===== src/rtl/stdp_synapse.sv =====
// Plastic synapse feeding a LIF neuron: weight-scaled input current plus
// pair-wise shift-based STDP driven by pre/post spike age traces.
module stdp_trace #(
    parameter int TRACE_MAX = 15,
    parameter int AW        = 4
) (
    input  logic          clk,
    input  logic          rst_n,
    input  logic          spike,
    output logic [AW-1:0] age,
    output logic          valid
);
    localparam logic [AW-1:0] AGE_LAST = AW'(TRACE_MAX);

    always_ff @(posedge clk) begin
        if (!rst_n) begin
            age   <= '0;
            valid <= 1'b0;
        end else if (spike) begin
            age   <= '0;
            valid <= 1'b1;
        end else if (valid) begin
            // Age saturates at the last valid value while the trace expires.
            if (age == AGE_LAST) valid <= 1'b0;
            else                 age   <= age + 1'b1;
        end
    end
endmodule

module stdp_synapse #(
    parameter int W_INIT    = 64,
    parameter int W_MAX     = 255,
    parameter int W_MIN     = 0,
    parameter int A_PLUS    = 8,
    parameter int A_MINUS   = 6,
    parameter int TRACE_MAX = 15
) (
    input  logic       clk,
    input  logic       rst_n,
    input  logic       pre_spike,
    input  logic       post_spike,
    input  logic       learn_en,
    output logic [7:0] current,
    output logic [7:0] weight,
    output logic       ltp_pulse,
    output logic       ltd_pulse
);
    localparam int AW = $clog2(TRACE_MAX + 1);
    localparam logic [7:0]        AP     = 8'(A_PLUS);
    localparam logic [7:0]        AM     = 8'(A_MINUS);
    localparam logic [8:0]        WMAX9  = 9'(W_MAX);
    localparam logic signed [9:0] WMIN10 = 10'(W_MIN);

    logic [AW-1:0] pre_age, post_age;
    logic          pre_valid, post_valid;

    stdp_trace #(.TRACE_MAX(TRACE_MAX), .AW(AW)) u_pre_trace (
        .clk(clk), .rst_n(rst_n), .spike(pre_spike), .age(pre_age), .valid(pre_valid)
    );
    stdp_trace #(.TRACE_MAX(TRACE_MAX), .AW(AW)) u_post_trace (
        .clk(clk), .rst_n(rst_n), .spike(post_spike), .age(post_age), .valid(post_valid)
    );

    logic [7:0]        dp, dd;
    logic [8:0]        sum9;
    logic signed [9:0] diff;
    logic              ltp_cond, ltd_cond;
    logic [7:0]        w_up, w_dn;

    // Step halves for every 4 cycles of age; simultaneous spikes cancel out.
    always_comb begin
        dp       = AP >> (pre_age >> 2);
        dd       = AM >> (post_age >> 2);
        ltp_cond = post_spike && !pre_spike && pre_valid && learn_en;
        ltd_cond = pre_spike && !post_spike && post_valid && learn_en;
        sum9     = {1'b0, weight} + {1'b0, dp};
        diff     = $signed({2'b00, weight}) - $signed({2'b00, dd});
        w_up     = (sum9 > WMAX9) ? WMAX9[7:0] : sum9[7:0];
        w_dn     = (diff < WMIN10) ? WMIN10[7:0] : diff[7:0];
    end

    always_ff @(posedge clk) begin
        if (!rst_n) begin
            weight    <= 8'(W_INIT);
            current   <= '0;
            ltp_pulse <= 1'b0;
            ltd_pulse <= 1'b0;
        end else begin
            current   <= pre_spike ? weight : 8'd0;
            ltp_pulse <= ltp_cond;
            ltd_pulse <= ltd_cond;
            if (ltp_cond)      weight <= w_up;
            else if (ltd_cond) weight <= w_dn;
        end
    end
endmodule


===== config.mk =====
export PLATFORM = sky130hd
export DESIGN_NAME = stdp_synapse
export DESIGN_NICKNAME = d
export VERILOG_FILES = /design/src/rtl/stdp_synapse.sv
export SDC_FILE = /design/constraint.sdc
export NUM_CORES = 1
export LEC_CHECK = 0
export BUFFER_PORTS_ARGS = -buffer_cell sky130_fd_sc_hd__buf_2
export CAP_MARGIN = 20
export CORE_ASPECT_RATIO = 0.5
export CORE_MARGIN = 3
export CORE_UTILIZATION = 40
export CTS_CLUSTER_SIZE = 8
export DETAILED_ROUTE_END_ITERATION = 16
export SLEW_MARGIN = 0
export SYNTH_ARGS = -nofsm -noshare
export SYNTH_HDL_FRONTEND = slang
export SYNTH_SLANG_ARGS = --single-unit

===== constraint.sdc =====
create_clock -name clk -period 2.35 [get_ports clk]
set_input_delay 0 -clock clk [delete_from_list [all_inputs] [get_ports clk]]
set_output_delay 0 -clock clk [all_outputs]
set_load 0.05 [all_outputs]

After elaboration in Yosys (flattened, before gate mapping)
Index checks and enable logic that the tools add are counted.
{"block": "totals", "word_cells": 45, "in_bits": 5, "reg_bits": 28, "out_inout_bits": 18}
{"block": "op_classes", "n_eq_ne": 2, "mux": 10, "reduce_logical": 14, "shifts": 2, "order_cmp": 2, "addsub": 4, "bitwise": 3}
{"operator": "8-bit 2-to-1 mux", "count": 4}
{"operator": "8-bit by 8-bit adder with 9-bit output", "count": 1}
{"operator": "9-bit by 8-bit > comparator with 1-bit output, second input constant", "count": 1}
{"operator": "9-bit by 1-bit < comparator with 1-bit output, second input constant", "count": 1}
{"operator": "8-bit by 8-bit subtractor with 9-bit output", "count": 1}
{"operator": "4-bit by 1-bit adder with 4-bit output, second input constant", "count": 2}
{"operator": "4-bit == test, second input constant", "count": 2}
{"operator": "3-bit by 2-bit right shift with 8-bit output, first input constant", "count": 1}
{"operator": "4-bit by 2-bit right shift with 8-bit output, first input constant", "count": 1}
{"operator": "1-bit logical AND", "count": 6}
{"operator": "1-bit 2-to-1 mux", "count": 6}
{"operator": "2-bit AND reduction", "count": 3}
{"operator": "2-bit OR reduction", "count": 2}
{"operator": "1-bit inverter", "count": 3}
{"operator": "1-bit zero test", "count": 2}
{"operator": "2-bit nonzero test", "count": 1}

Longest topological paths before layout
{"block": "logic_depth", "depth_word": 6, "depth_mapped": 10, "depth_no_buf": 10}

Cells and area by module
A second synthesis with hierarchy kept.
{"block": "hier_totals", "cells_unflattened": 183, "hier_area_um2": 1606.5}
{"module": "stdp_synapse", "cells_each": 133, "seq_area_each_um2": 360.3, "area_each_um2": 1156.1, "n_inst": 1}
{"module": "stdp_trace", "cells_each": 25, "seq_area_each_um2": 100.1, "area_each_um2": 225.2, "n_inst": 2}

Worst setup path before layout
OpenSTA, ideal clock, no wires.
{"block": "synth_timing", "path_type": "reg2reg", "startpoint": "register u_post_trace.age[3]", "endpoint": "register weight[7]", "path_buffers": 0, "path_slack_ns": -0.172, "synth_period_minus_slack_ns": 2.522, "path_stages_with_launch": 10, "arrival_time_ns": 2.403, "t_required_ns": 2.230, "setup_time_ns": 0.120, "path_cell_list": "dfxtp_1 -> inv_1 -> ha_1 -> ha_1 -> inv_1 -> fa_1 -> a2111oi_4 -> nand2_2 -> o311a_1 -> a211o_1"}
{"block": "synth_via", "elab_chain_cells": 6}
{"element": "start, declared", "line_no": "10", "source": "output logic [AW-1:0] age,"}
{"element": "start signal, assigned", "line_no": "25", "source": "else age <= age + 1'b1;"}
{"element": "3-bit by 2-bit right shift with 8-bit output *", "line_no": "73", "source": "dd = AM >> (post_age >> 2);"}
{"element": "8-bit by 8-bit subtractor with 9-bit output *", "line_no": "77", "source": "diff = $signed({2'b00, weight}) - $signed({2'b00, dd});"}
{"element": "9-bit by 1-bit < comparator with 1-bit output", "line_no": "79", "source": "w_dn = (diff < WMIN10) ? WMIN10[7:0] : diff[7:0];"}
{"element": "8-bit 2-to-1 mux *", "line_no": "79"}
{"element": "8-bit 2-to-1 mux *", "line_no": "93", "source": "else if (ltd_cond) weight <= w_dn;"}
{"element": "8-bit 2-to-1 mux *", "line_no": "92", "source": "if (ltp_cond) weight <= w_up;"}
{"element": "end signal, assigned", "line_no": "84", "source": "weight <= 8'(W_INIT);"}
{"element": "end signal, assigned", "line_no": "92"}
{"element": "end signal, assigned", "line_no": "93"}
{"element": "end, declared", "line_no": "44", "source": "output logic [7:0] weight,"}
Mark *: on every way between the ends. The rest lies on a longest branch, timed or not. The select of a mux whose other input is x is not followed.
A chain may end at the register's enable or synchronous reset.

Worst setup path in the final report
{"block": "layout_timing", "startpoint": "register u_post_trace.age[2]", "endpoint": "register weight[7]"}
Same word-level chain as after synthesis.

==> out/qor.yml <==
floorplan:
  die_area_sq_mm: 0.00458
  num_rows: 15
  core_area_sq_mm: 0.00353
  die_w_microns: 92.8
  start_util_pct: 42.7
  die_h_microns: 49.4
  num_io_pins: 23
timing:
  timing.slew.headroom_pct: 67.7
  worstMarginPinSlew_ns: 0.484
  setup_viol: 1
  whs_ns: 0.0952
  clock_skew_ns: 0.00294
  setup_slack_ns: -0.0310
  maxSlewViolCount: 0
  fin_tns_setup_ns: -0.0310
  rsz0062_at_grt: "true"
  max_freq_mhz: 420
  period_share_pct: 101
  layout_min_cycle_time_ns: 2.38
  hold_viol: 0
worst_setup_path:
  r2r_setup_slack_ns: -0.03
  reg2reg_from: "u_post_trace.age[2]"
  required_ns: 2.52
  cp-end-kind: "flip-flop"
  regToRegEndpoint: "weight[7]"
  worst_ep_arrival_time_ns: 2.55
  crit_path_start_kind: "flip-flop"
  worst-path-max-fanout: 4
  reg2reg_depth: 9
  critPathKind: "reg2reg"
synthesis:
  synth_ff_type: "dfxtp_1"
  synthArstFlopShare_pct: 0
  synth.cell_area_sq_mm: 0.00151
  ys_top_cells_by_area: "dfxtp_1, ha_1, nor2_1, and3_1, xnor2_1"
  synth_edf_count: 0
  yosysWarnings: 0
  syn_nets: 183
  syn_area_per_cell_sq_um: 9.13
  ys_types: 43
  ys_seq_area_share_pct: 37.2
  yosysTopAreaCellShare_pct: 37.2
  synthCells: 165
  synth_seq_cells: 28
  synth_area_leader_cell: "dfxtp_1"
drt:
  vias_per_cell: 5.08
  post_drt_wl_per_cell_microns: 12.5
  vias: 1264
  drt-pass1-iter-count: 4
  routed_wl_microns: 3120
  drtAntennaViolNets: 0
  drc: 0
  drt_iter0_drc: 74
hold_path:
  min_to: "u_pre_trace.valid"
  holdPathStages: 3
  hp-class: "in2reg"
  hold_start: "pre_spike"
outcome:
  violations: "negative setup slack"
  status: "finished, violations left"
final_layout:
  final-seq-area_sq_um: 564
  drive_gt1_share_pct: 25.8
  finish.utilization_pct: 52.3
  stdcell_count: 249
  multi_input_area_sq_um: 935
  insertedDiodeCount: 0
  nets: 218
  area_delta_synth_final_pct: 22.4
  num-fill-cells: 356
global_routing:
  antenna_found_initial: 0
  first_global_vias: 1113
  track_usage_pct: 14.3
  grt.overflow.total: 0
  grt_pass1_wl_microns: 5240
  grt_max_degree: 16
place:
  routabilityCongestion: 0.809
  hpwlAfterDp_microns: 2380
  place_ws_ns: -0.0468
  io_buffers: 22
  post-place-cells: 244
clocking:
  worstSkewPairLatency_ns: 0.27
  clk_pin_slew_ns: 0.09
  cts-buffers-inserted: 3
  cts_sinks: 28
  cts_root_buf: "clkbuf_8"
  cts_tree: "done"
  clockBufferDepth: 2
  cts-htree-levels: 1
power:
  power_frac_seq_pct: 54.4
  p_comb_share_pct: 19.1
  powerDensity_mw_per_mm2: 525
  ir_drop_mv: 0.213
  p_sw_share_pct: 30.1
  p_leak_nw: 0.885
  intPower_uw: 677
  p_switching_uw: 292
  clkPwrFrac_pct: 26.5
flow_run:
  cap_violations: 0
flip-flops by register name, indices dropped and copies added (netlist names):
signal and flops:
current 8, ltd_pulse 1, ltp_pulse 1, u_post_trace.age 4, u_post_trace.valid 1, u_pre_trace.age 4, u_pre_trace.valid 1, weight 8
cell type report:
cell class	count	area share (%)
clock buffer	3	2.24
inverter	8	1.63
multi-input combinational	124	50.7
sequential	28	30.6
tap	51	3.46
timing repair buffer	35	11.4
through the flow:
stage	total power [mW]	cell area [sq um]
after floorplan	0.671	1540
after global placement	0.719	1770
after detailed placement	0.720	1770
after CTS	0.982	1830
after global routing	1.02	1840
final	0.969	1840
per-layer routing:
metal  vias to the layer above  wire length [microns]  global-route usage, %  part of all wire (%)
met1                       569                   1730                   21.5                    55
met4                         0                     14                   1.46                  0.45
li1                        660                      -                      -                     -
met5                         -                      0                      0                     0
met2                        33                   1200                   20.6                    38
met3                         2                    176                   4.31                   5.7
timing repair:
action	4_1_cts	5_1_grt
pin swaps	4	1
endpoints found under the setup margin	4	4
gates resized for setup	1	2
hold buffers	1	0
buffers inserted	1	0
endpoints found under the hold margin	1	0
worst max path at each step:
stage | start | end | depth (start not counted)
3_3_place_gp | u_post_trace.age[2] | weight[7] | 9
5_1_grt | u_post_trace.age[2] | weight[7] | 9
6_report | u_post_trace.age[2] | weight[7] | 9
2_1_floorplan | u_post_trace.age[3] | weight[7] | 9
3_5_place_dp | u_post_trace.age[2] | weight[7] | 9
4_1_cts | u_post_trace.age[3] | weight[7] | 9
cell usage in the layout (no fill, tap or decap), drive strengths merged, types with 2 or more instances in the layout:
master,instances
nand2,10
and4b,2
mux2i,3
o22ai,2
a22oi,2
a211o,2
inv,8
dfxtp,28
fa,2
a2111oi,2
nand2b,4
a21o,2
nand4b,3
xor2,4
ha,11
nand4,3
a211oi,2
nor3,3
nor2b,3
a31oi,2
o21ai,8
xnor2,6
nand3b,2
a21boi,3
a21oi,4
clkbuf,3
buf,34
nand3,2
nor2,19
and3,9
power by group through the flow:
| stage | registers [mW] | clock network [mW] | logic [mW] |
|---|---|---|---|
| floorplan | 0.581 | 0 | 0.0902 |
| global placement | 0.538 | 0 | 0.180 |
| detailed placement | 0.539 | 0 | 0.182 |
| CTS | 0.527 | 0.271 | 0.183 |
| global route | 0.533 | 0.290 | 0.198 |
| finish | 0.527 | 0.257 | 0.185 |
cell usage after synthesis, types with 2 or more instances:
cell / count
o22ai_1: 2
nand3_1: 2
nor2_1: 19
and3_1: 9
a21oi_1: 4
inv_1: 8
dfxtp_1: 28
a21boi_1: 2
nor2b_1: 3
nand3b_1: 2
a21o_1: 2
a31oi_1: 2
nand2_1: 9
mux2i_1: 3
nand4b_1: 3
xor2_1: 4
a211oi_1: 2
xnor2_1: 6
nand4_1: 3
o21ai_0: 8
ha_1: 11
fa_1: 2
and4b_1: 2
clkbuf_1: 4
a22oi_1: 2
nor3_1: 3
nand2b_1: 4
critical path, stage by stage, from the launching register on:
cell and delay (ns):
dfxtp_2 0.34, inv_2 0.05, ha_4 0.26, ha_4 0.12
inv_2 0.03, fa_2 0.36, a2111oi_4 0.35, nand2_2 0.13
o311a_4 0.38, a211o_1 0.25
cell families (layout without fill, tap and decap cells):
kind of cell | Yosys count | count (layout) | synth area share [%]
fa+ha+maj | 13 | 13 | 11.8
mux | 3 | 3 | 1.99
buf+inv | 13 | 46 | 3.32
flops | 28 | 28 | 37.2
compound gates | 36 | 36 | 17.9
xor+xnor | 10 | 10 | 5.81
simple gates | 62 | 62 | 21.9
Note: power is estimated with default switching activity, not from simulation.
